$ cat config.mk
export PLATFORM = sky130hd
export DESIGN_NAME = sync_updown_counter
export DESIGN_NICKNAME = d
export VERILOG_FILES = /design/src/rtl/sync_updown_counter.sv
export SDC_FILE = /design/constraint.sdc
export NUM_CORES = 1
export LEC_CHECK = 0
export CAP_MARGIN = 10
export CORE_AREA = 2 2 39 41
export CTS_CLUSTER_SIZE = 8
export DETAILED_ROUTE_END_ITERATION = 12
export DIE_AREA = 0 0 41 43
export PLACE_DENSITY = 0.66
export SLEW_MARGIN = 20
export SYNTH_ARGS = -nofsm -noshare
export SYNTH_HDL_FRONTEND = slang
export SYNTH_SLANG_ARGS = --single-unit
$ cat constraint.sdc
create_clock -name clk -period 2.2 [get_ports clk]
set_input_delay 0.44 -clock clk [delete_from_list [all_inputs] [get_ports clk]]
set_output_delay 0.44 -clock clk [all_outputs]
set_load 0.005 [all_outputs]
$ cat src/rtl/sync_updown_counter.sv
// Fully synchronous modulo-N up/down counter with enable, direction,
// parallel load, wrap/saturate mode, terminal-count and overflow flags.
// Every flop is clocked directly by clk, so there are no derived clocks
// and no ripple skew. It cascades by driving the next stage's en from tc,
// with both stages on the same clk.
module sync_updown_counter #(
   parameter int unsigned     WIDTH    = 4,    // 1..32
   parameter longint unsigned MODULUS  = 16,   // 2..2**WIDTH
   parameter bit              SATURATE = 1'b0  // 0 = wrap, 1 = hold at bounds
) (
   input  logic             clk,
   input  logic             reset,
   input  logic             en,
   input  logic             up,
   input  logic             load,
   input  logic [WIDTH-1:0] din,
   input  logic             clr,
   output logic [WIDTH-1:0] q,
   output logic [WIDTH-1:0] qbar,
   output logic             tc,
   output logic             wrap,
   output logic             ovf
);

   // Arithmetic is carried one bit wider than the count. This keeps
   // MODULUS = 2**WIDTH legal: its top value, and the load clamp against it,
   // still fit without aliasing.
   localparam int unsigned     AW      = WIDTH + 1;
   localparam logic [AW-1:0]   TOP_EXT = AW'(MODULUS - 1);
   localparam logic [WIDTH-1:0] TOP    = WIDTH'(MODULUS - 1);

   logic [AW-1:0]    q_ext;
   logic [AW-1:0]    din_ext;
   logic             at_top;
   logic             at_bot;
   logic             bound_event;
   logic [WIDTH-1:0] q_next;

   assign q_ext   = {1'b0, q};
   assign din_ext = {1'b0, din};
   assign at_top  = (q_ext == TOP_EXT);
   assign at_bot  = (q_ext == '0);

   // Terminal count is combinational, so a downstream stage sees it in the same cycle.
   assign tc = en & ((up & at_top) | (~up & at_bot));

   // A load always takes precedence, so a bound event needs en with no load.
   assign bound_event = en & ~load & tc;

   assign qbar = ~q;

   // Next count value. Load clamps to the top of range; counting either wraps or holds at a bound.
   always_comb begin
      q_next = q;
      if (load) begin
         if (din_ext > TOP_EXT) begin
            q_next = TOP;
         end else begin
            q_next = din;
         end
      end else if (en) begin
         if (up) begin
            if (at_top) begin
               q_next = SATURATE ? q : '0;
            end else begin
               q_next = WIDTH'(q_ext + AW'(1));
            end
         end else begin
            if (at_bot) begin
               q_next = SATURATE ? q : TOP;
            end else begin
               q_next = WIDTH'(q_ext - AW'(1));
            end
         end
      end
   end

   // State register. Reset clears everything and discards any pending flag update.
   // On the same edge, a bound event's set beats clr.
   always_ff @(posedge clk) begin
      if (reset) begin
         q    <= '0;
         wrap <= 1'b0;
         ovf  <= 1'b0;
      end else begin
         q    <= q_next;
         wrap <= bound_event;
         ovf  <= bound_event | (ovf & ~clr);
      end
   end

endmodule

# [Yosys cells after proc, flatten, opt, wreduce, memory -nomap -nowiden]
# Cells that the tools add are included.
[op_classes] n_reduce_logical=2 eq_ne=1 n_bitwise=12 order_cmp=1 add_sub_neg=2 muxes=6
[op_table] operator="$mux W4" count=6
[op_table] operator="$and A1 B1 Y1" count=6
[op_table] operator="$logic_not A5 Y1" count=1
[op_table] operator="$add A4 B1 Y4 const B" count=1
[op_table] operator="$eq A4 B4 Y1 const B" count=1
[op_table] operator="$gt A4 B4 Y1 const B" count=1
[op_table] operator="$not A4 Y4" count=1
[op_table] operator="$sub A4 B1 Y4 const B" count=1
[op_table] operator="$not A1 Y1" count=3
[op_table] operator="$or A1 B1 Y1" count=2
[op_table] operator="$reduce_bool A2 Y1" count=1
[totals] regBits=6 wordCells=27 inputBits=10 output_inout_bits=11

# [Depth between registers and ports, before layout]
# Gate-level depths: netlist (run 1).
[depth] ltp_word=6 mapped_depth=6 mapped_depth_nobuf=6

# [Worst setup path after synthesis (run 1)]
# No wires, ideal clock.
[synth_timing] path_kind="reg-to-output" start="register q[0]" end="output port tc" slack_ns=0.661 stages_incl_launch_ff=6 required_time_ns=1.760 n_path_buf=0 arrival_time_ns=1.099 cell_sequence="dfxtp_1 inv_1 ha_1 nor4b_4 o21ai_1 inv_1"
[synth_via] elab_chain_len=4 word_cells_on_any_way=6 classes_between="eq/ne (1); bitwise (4); reduce/logical (1)"
[synth_lines] item="from (decl)" line="18" text="output logic [WIDTH-1:0] q,"
[synth_lines] item="from (signal assigned)" line="86" text="q <= q_next;"
[synth_lines] item="$eq A4 B4 Y1 / $logic_not A5 Y1 (equally long branches)" line="41, 42"
[synth_lines] item="$and A1 B1 Y1" line="45" text="assign tc = en & ((up & at_top) | (~up & at_bot));"
[synth_lines] item="$or A1 B1 Y1 *" line="45"
[synth_lines] item="$and A1 B1 Y1 *" line="45"
[synth_lines] item="to (decl)" line="20" text="output logic tc,"
# Every way passes the cells marked *; elsewhere a longest branch is shown, timed or not.

# [Worst setup path in the final report (run 1)]
# Same ends and word-level chain as after synthesis.

==> summary.txt, run 1 <==
Setup path
  • Worst Path Buf+Inv: 2
  • CP max FO: 6
  • Max stage delay on crit path: between 0.3 and 0.4 ns
  • Critical Path Source Type: flip-flop
  • Top delay family on crit path: flip-flops
  • Worst setup EP type: primary output
  • Worst Path Arrival: 1.40 ns
  • Slowest cell on the critical path: dfxtp_4
  • Critical setup path kind: flip-flop to primary output
  • CP required: 1.76 ns
  • CP Cell Sequence: ha_2 > and4_2 > o21ai_2 > inv_1 > dlymetal6s2s_1

Synth
  • Largest cells by area after synthesis: dfxtp_1 29%, inv_1 8.9%, ha_1 6.0%, nor4b_4 5.7%, nor2_1 4.5%
  • Sequential area share after synthesis: between 20% and 30%
  • Cell Area, Synth: around 420 um^2
  • Yosys cell types: 28
  • Ys async rst share: 0%
  • Synthesized instance count: 52
  • Area leader, netlist: dfxtp_1
  • Primary FF master, synth: dfxtp_1
  • Syn avg cell area: 8.08 um^2
  • Yosys warning count: 0
  • Yosys top cell area share: between 20 and 30%
  • Post-synth EDFFs: 0
  • Post-Syn Nets: 64
  • #FFs+latches synth: 6

GRT
  • Global-route wire length before repair: around 1800 um
  • Met2 usage: 22.8%
  • Antenna violations before repair: 0
  • Largest net degree at the start of global routing: 9
  • Most used routing layer: met2
  • GRT overflow: 0
  • Vias in the first global route: 443
  • Met3 Use GR: a little over a tenth
  • Met1 global-route usage: between 10% and 20%
  • GRT Resource Usage Total: 15.5%

Clock tree
  • Total CTS buffers: 3
  • Root Buffer: clkbuf_4
  • Clock Tree Buf Depth: 2
  • Clk_lat worst skew: 0.25 ns
  • Worst-path clk slew: about 0.04 ns
  • CTS tree: yes
  • H-tree depth: 1
  • TritonCTS Sinks: 6
  • Hold Buf Count CTS: 0

Detailed routing
  • Post-Route WL: 1120 um
  • TritonRoute pass-1 iters: 4
  • Drt drc: 0
  • Vias per std cell: 5.04
  • Vias: slightly below 500
  • Starting DRT DRC Count: 11
  • Antenna viol nets, final: 0
  • Drt wl/cell: between 10 and 15 um

STA
  • Unrepaired setup endpoints after global routing: false
  • Slew Limit Fails: 0
  • Slew headroom: 77.8%
  • Setup WS post-layout: 0.363 ns
  • FMAX: 0.544 GHz
  • Worst Skew: around 0.0034 ns
  • Shortest period the worst path allows: 1.84 ns
  • Slew @ Worst Pin: 0.329 ns
  • Final Hold Viols: 0
  • Tcrit/Tclk final: between 80% and 90%
  • Setup violations, final: 0

Status
  • Outcome: completed

Cells and area
  • N_diodes: 0
  • Most frequent cells in the layout: 18 x clkdlybuf4s50_1, 8 x inv_1, 7 x buf_4
  • Total Nets Final: 94
  • Most common cell after layout, fill and taps aside: clkdlybuf4s50_1
  • Share of cells above drive strength 1: 23.8%
  • Area Overhead vs Synth: 73.8%

Pwr
  • Final Power: between 300 and 400 uW
  • Maximum vdd drop: 0.000267 V
  • LEAKAGE: 0.322 nW
  • Pwr/cell area: 482 nW/um^2

Floorplan
  • Initial Utilization: 30.4%
  • Floorplan row count: 14
  • Die width: between 40 and 50 um
  • Die ar.: 1760 um^2
  • IO Pins: 21
  • CORE AREA: around 1400 um^2
  • Die Y: 43 um

Placed design
  • Dpl ws: -0.156 ns
  • Port bufs: 20
  • Final HPWL DP: 868 um
  • Gp weighted congestion: 0.771

Run
  • Max-cap violation count: 0

Hold path
  • HP Class: flip-flop to flip-flop
-- cell families (layout without fill, tap and decap cells) --
family          count (synthesis)  count (layout)  share of synthesized area [%]
mux                             1               1                           2.38
xor+xnor                        2               2                           4.17
simple gates                   15              15                           23.2
buf+inv                        12              40                           11.6
compound gates                 14              14                           24.1
flops                           6               6                           28.6
fa+ha+maj                       2               2                           5.95
-- final timing paths --
kind / slack, ns / depth (start not counted) / from / endpoint
min: 0.49 / 2 / ovf / ovf
max: 0.36 / 5 / q[0] / tc
max reg2reg: 0.77 / 7 / q[0] / q[0]
min reg2reg: 0.49 / 2 / ovf / ovf
-- worst register-to-register path, delay by kind of cell, from the launching register on --
family	cells	cell delay, ns
buffers and inverters	2	0.22
AND/OR/NAND/NOR	2	0.26
AO/OA/AOI/OAI	2	0.38
adder cells (fa/ha/maj)	1	0.14
flip-flops	1	0.36
-- metrics by stage --
stage	cells	utilization, %	cell area (um^2)	hold WS [ns]	setup TNS [ns]
floorplan	52	-	420	0.479	0
global placement	91	48.2	667	0.474	-0.139
detailed placement	91	48.2	667	0.491	-0.156
CTS	95	50.8	703	0.497	0
global route	96	52.8	731	0.522	0
finish	96	52.8	731	0.494	0
-- metal layers --
metal | routed length, um | up-vias
li1 | - | 240
met5 | 0 | -
met1 | 458 | 231
met3 | 82 | 0
met2 | 573 | 13
met4 | 0 | 0
-- state kept, by name, indices dropped and copies added (netlist names) --
name  cells
ovf       1
q         4
wrap      1
-- cells in the mapped netlist (2+ instances only) --
cell type  number
nand2_1         2
nor3_1          2
a21oi_1         3
nor2_1          5
dfxtp_1         6
xnor2_1         2
ha_1            2
inv_1          10
-- final cells by class --
cell class	count	area (um^2)
clock buffer	3	22.5
fill	136	653
inverter	10	40.0
multi-input combinational	34	270
sequential	6	124
tap	16	20.0
timing repair buffer	27	254
-- what timing repair did --
action / in CTS / in global routing
pin swaps: 1 / 1
setup endpoints to repair: 1 / 1
resized for setup: 5 / 6
setup buffers: 1 / 1
-- where the power goes --
group	switching (mW)	internal [mW]
logic	0.0448	0.0755
registers	0.0133	0.116
clock network	0.0402	0.0617
total	0.0983	0.254
Power figures use the tool's default switching activity.
==> inputs of run 2 (changes only) <==
==> constraint.sdc (replaced) <==
create_clock -name clk -period 1.9 [get_ports clk]
set_input_delay 0.38 -clock clk [delete_from_list [all_inputs] [get_ports clk]]
set_output_delay 0.38 -clock clk [all_outputs]
set_load 0.005 [all_outputs]
==> summary.txt, run 2 (synthesis results as in run 1) <==
Cells and area
  • Final Core Density: between 50% and 60%
  • Max reg flops: 4
  • Area Overhead vs Synth: 74.1%
  • Register with the most flip-flops: q
  • Final Cell Area: 732 um^2
  • Biggest regs: q (4), ovf (1), wrap (1)
  • Layout fillers: 136
  • Total Nets Final: 97
  • N_diodes: 0
  • Post-Layout Cell Count: 99
  • Most common cell after layout, fill and taps aside: clkdlybuf4s50_1
  • Most frequent cells in the layout: 18 x clkdlybuf4s50_1, 10 x buf_4, 8 x inv_1
  • Share of cells above drive strength 1: 28.9%

Status
  • Outcome: completed

Floorplan
  • Floorplan row count: 14
  • Die width: 41 um
  • Die Y: 43 um
  • IO Pins: 21
  • Die ar.: 1760 um^2
  • Initial Utilization: 30.4%
  • CORE AREA: roughly 1400 um^2

Setup path
  • Worst Path Arrival: 1.38 ns
  • CP max FO: 6
  • Critical Path Source Type: flip-flop
  • Critical setup path kind: flip-flop to primary output
  • Worst setup EP type: primary output
  • CP required: 1.52 ns

Pwr
  • Maximum vdd drop: 0.000488 V
  • Final Power: 409 uW
  • Pwr/cell area: about 560 nW/um^2
  • LEAKAGE: 0.318 nW

GRT
  • GRT Resource Usage Total: 15.7%
  • Antenna violations before repair: 0
  • Global-route wire length before repair: 1780 um
  • Largest net degree at the start of global routing: 9
  • GRT overflow: 0
  • Vias in the first global route: 446

Detailed routing
  • TritonRoute pass-1 iters: 4
  • Drt wl/cell: 11.2 um
  • Post-Route WL: 1100 um
  • Antenna viol nets, final: 0
  • Starting DRT DRC Count: 7
  • Vias per std cell: 4.95
  • Vias: ~500
  • Drt drc: 0

STA
  • Slew @ Worst Pin: 0.304 ns
  • Shortest period the worst path allows: around 1.8 ns
  • Slew headroom: about 79%
  • Setup violations, final: 0
  • Unrepaired setup endpoints after global routing: false
  • Tcrit/Tclk final: 92.4%
  • Post-Route Setup TNS: 0 ns
  • Slew Limit Fails: 0
  • Final Hold Viols: 0
  • FMAX: around 0.57 GHz
  • Setup WS post-layout: 0.145 ns
  • Worst Skew: 0.00113 ns
  • Min Hold Slack: 0.503 ns

Placed design
  • DP Area: between 700 and 800 um^2
  • Port bufs: 20
  • Final HPWL DP: 931 um
  • Dpl ws: -0.297 ns
  • Gp weighted congestion: 0.842
  • Dpl cells: 96

Clock tree
  • Total CTS buffers: 3
  • Total setup buffers inserted after CTS: 0
  • Clock Tree Buf Depth: 2
  • TritonCTS Sinks: 6
  • H-tree depth: 1
  • Worst-path clk slew: 0.04 ns
  • CTS tree: yes
  • Root Buffer: clkbuf_4
  • Clk_lat worst skew: between 0.2 and 0.25 ns

Run
  • Max-cap violation count: 0

Hold path
  • HP Class: flip-flop to flip-flop
-- run 2: path summary, 6_finish.rpt --
kind | from | endpoint | slack [ns] | cells past startpoint
max | q[2] | q[2] | 0.14 | 2
min reg2reg | ovf | ovf | 0.50 | 2
max reg2reg | q[0] | ovf | 0.57 | 6
min | ovf | ovf | 0.50 | 2
-- run 2: critical path: stages, from the launching register on --
cell and delay, ns:
dfxtp_1 0.47, buf_4 0.17, clkdlybuf4s50_1 0.49
-- run 2: what timing repair did --
action	in CTS	in global routing
resized for setup	4	7
pin swaps	1	2
hold buffers	0	0
endpoints found under the setup margin	1	1
-- run 2: area by class of cell --
type	instances	area (um^2)	area share, %
clock buffer	3	22.5	3.08
multi-input combinational	34	260	35.6
sequential	6	123	16.8
tap	16	20.0	2.74
timing repair buffer	30	269	36.8
inverter	10	37.5	5.13
-- run 2: per-layer routing --
| layer | up-vias | share of wire (%) | routed length (um) | GRT usage (%) |
|---|---|---|---|---|
| met3 | 2 | 5.7 | 63 | 9.42 |
| met1 | 233 | 44 | 484 | 18.6 |
| met2 | 12 | 50 | 547 | 22.5 |
| met4 | 0 | 0.82 | 9 | 6.00 |
| li1 | 243 | - | - | - |
| met5 | - | 0 | 0 | 0 |
-- run 2: where the power goes --
part | internal [mW] | switching (mW) | total, mW
Clock | 0.0713 | 0.0444 | 0.116
Sequential | 0.136 | 0.0106 | 0.146
Combinational | 0.0907 | 0.0560 | 0.147
Total | 0.298 | 0.111 | 0.409
==> inputs of run 3 (changes only) <==
--- a/config.mk
+++ b/config.mk
@@ -11,6 +11,7 @@
 export DETAILED_ROUTE_END_ITERATION = 12
 export DIE_AREA = 0 0 41 43
 export PLACE_DENSITY = 0.66
+export SETUP_SLACK_MARGIN = 0.05
 export SLEW_MARGIN = 20
 export SYNTH_ARGS = -nofsm -noshare
 export SYNTH_HDL_FRONTEND = slang
==> constraint.sdc (replaced) <==
create_clock -name clk -period 2.1 [get_ports clk]
set_input_delay 0.42 -clock clk [delete_from_list [all_inputs] [get_ports clk]]
set_output_delay 0.42 -clock clk [all_outputs]
set_load 0.005 [all_outputs]
==> summary.txt, run 3 (synthesis results as in run 1) <==
Setup path
  • CP Launch Point: q[0]
  • Worst Path Buf+Inv: 2
  • CP required: 1.68 ns
  • Worst Path Arrival: 1.52 ns
  • CP max FO: 6
  • Critical setup path kind: flip-flop to primary output
  • Setup slack, reg-to-reg: between 0.3 and 0.4 ns
  • Critical R2R Capture: ovf
  • Worst setup EP type: primary output
  • R2R depth: 11
  • Top delay family on crit path: flip-flops
  • Max stage delay on crit path: around 0.36 ns
  • Critical Path Source Type: flip-flop
  • R2R Path Start: q[0]
  • Slowest cell on the critical path: dfxtp_4
  • CP Cell Sequence: ha_2 > and4_2 > o21ai_2 > inv_1 > dlygate4sd2_1

Detailed routing
  • Starting DRT DRC Count: 12
  • Post-Route WL: approximately 1100 um
  • TritonRoute pass-1 iters: 3
  • Antenna viol nets, final: 0
  • Drt drc: 0
  • Drt wl/cell: 11.7 um
  • Vias: 470
  • Vias per std cell: 4.80

GRT
  • GRT Resource Usage Total: 15.8%
  • Antenna violations before repair: 0
  • Global-route wire length before repair: roughly 1800 um
  • Largest net degree at the start of global routing: 9
  • GRT overflow: 0
  • Vias in the first global route: 420

Clock tree
  • CTS tree: yes
  • Worst-path clk slew: 0.04 ns
  • Root Buffer: clkbuf_4
  • H-tree depth: 1
  • Total CTS buffers: 3
  • Clk_lat worst skew: between 0.2 and 0.25 ns
  • Clock Tree Buf Depth: 2
  • TritonCTS Sinks: 6

Placed design
  • Final HPWL DP: about 840 um
  • Dpl cells: 90
  • Port bufs: 20
  • Gp weighted congestion: 0.800

Hold path
  • Worst hold endpoint: ovf
  • Hold Crit Start: ovf
  • HP Class: flip-flop to flip-flop
  • Hold Crit Depth: 2

Pwr
  • LEAKAGE: 0.316 nW
  • Maximum vdd drop: 0.000293 V
  • Pwr/cell area: 496 nW/um^2

STA
  • Min Hold Slack: 0.500 ns
  • Unrepaired setup endpoints after global routing: false
  • Shortest period the worst path allows: ~1.9 ns
  • FMAX: 0.515 GHz
  • Final Hold Viols: 0
  • Slew @ Worst Pin: 0.326 ns
  • Post-Route Setup TNS: 0 ns
  • Slew Limit Fails: 0
  • Tcrit/Tclk final: 92.4%
  • Slew headroom: roughly 78%
  • Setup violations, final: 0
  • Worst Skew: roughly 0.00033 ns

Cells and area
  • Max reg flops: 4
  • Final Core Density: between 50% and 60%
  • Post-Layout Cell Count: 98
  • Biggest regs: q (4), ovf (1), wrap (1)
  • Total Nets Final: 96
  • Most frequent cells in the layout: 18 x clkdlybuf4s50_1, 9 x buf_4, 8 x inv_1
  • Area Overhead vs Synth: 76.2%
  • Most common cell after layout, fill and taps aside: clkdlybuf4s50_1
  • Share of cells above drive strength 1: 26.8%
  • Layout fillers: 132
  • N_diodes: 0
  • Register with the most flip-flops: q

Floorplan
  • Floorplan row count: 14
  • Die ar.: about 1800 um^2
  • Die width: 41 um
  • Die Y: 43 um
  • IO Pins: 21
  • CORE AREA: 1380 um^2
  • Initial Utilization: 30.4%

Run
  • Max-cap violation count: 0

Status
  • Outcome: completed
==> run 3: what timing repair did <==
item | in CTS | in global routing
setup endpoints to repair | 1 | 0
hold buffers | 0 | 0
setup buffers | 5 | 0
gates resized for setup | 11 | 0
==> run 3: worst reg2reg max path: stages, from the launching register on <==
cell       delay (ns)
dfxtp_4          0.36
inv_2            0.09
ha_4             0.14
nor4b_4          0.23
o21ai_2          0.10
buf_4            0.13
buf_4            0.12
buf_4            0.12
buf_4            0.12
buf_4            0.13
a2bb2oi_1        0.12
nor2_1           0.07
==> run 3: per-layer routing <==
layer | routed length (um) | track usage [%]
met1 | 482 | 20.8
met2 | 593 | 22.5
met3 | 72 | 9.42
met4 | 0 | 2.00
met5 | 0 | 0
==> run 3: layout make-up <==
type | count | area (um^2) | area share (%)
multi-input combinational | 34 | 270 | 36.5
timing repair buffer | 29 | 265 | 35.8
sequential | 6 | 125 | 16.9
inverter | 10 | 37.5 | 5.07
clock buffer | 3 | 22.5 | 3.04
tap | 16 | 20.0 | 2.70
==> run 3: worst max-delay path by stage <==
stage          endpoint  cells past startpoint  slack, ns
6_report             tc                      5       0.16
5_1_grt              tc                      5       0.07
4_1_cts              tc                      5       0.15
3_5_place_dp         tc                      5      -0.19
3_3_place_gp         tc                      5      -0.17
2_1_floorplan        tc                      5       0.58
==> run 3: metrics by stage <==
stage               instance area (um^2)  setup WS [ns]  total power, mW
detailed placement                   659         -0.191            0.252
floorplan                            420          0.581            0.188
global placement                     659         -0.172            0.251
finish                               741          0.160            0.367
CTS                                  741          0.147            0.373
global route                         741         0.0700            0.398
==> run 3: report_power, final <==
group          total (mW)  internal (mW)  switching, mW  leakage (nW)
registers           0.136          0.122         0.0134        0.0503
logic               0.128         0.0800         0.0475         0.252
clock network       0.104         0.0645         0.0396        0.0138
total               0.367          0.267          0.101         0.316
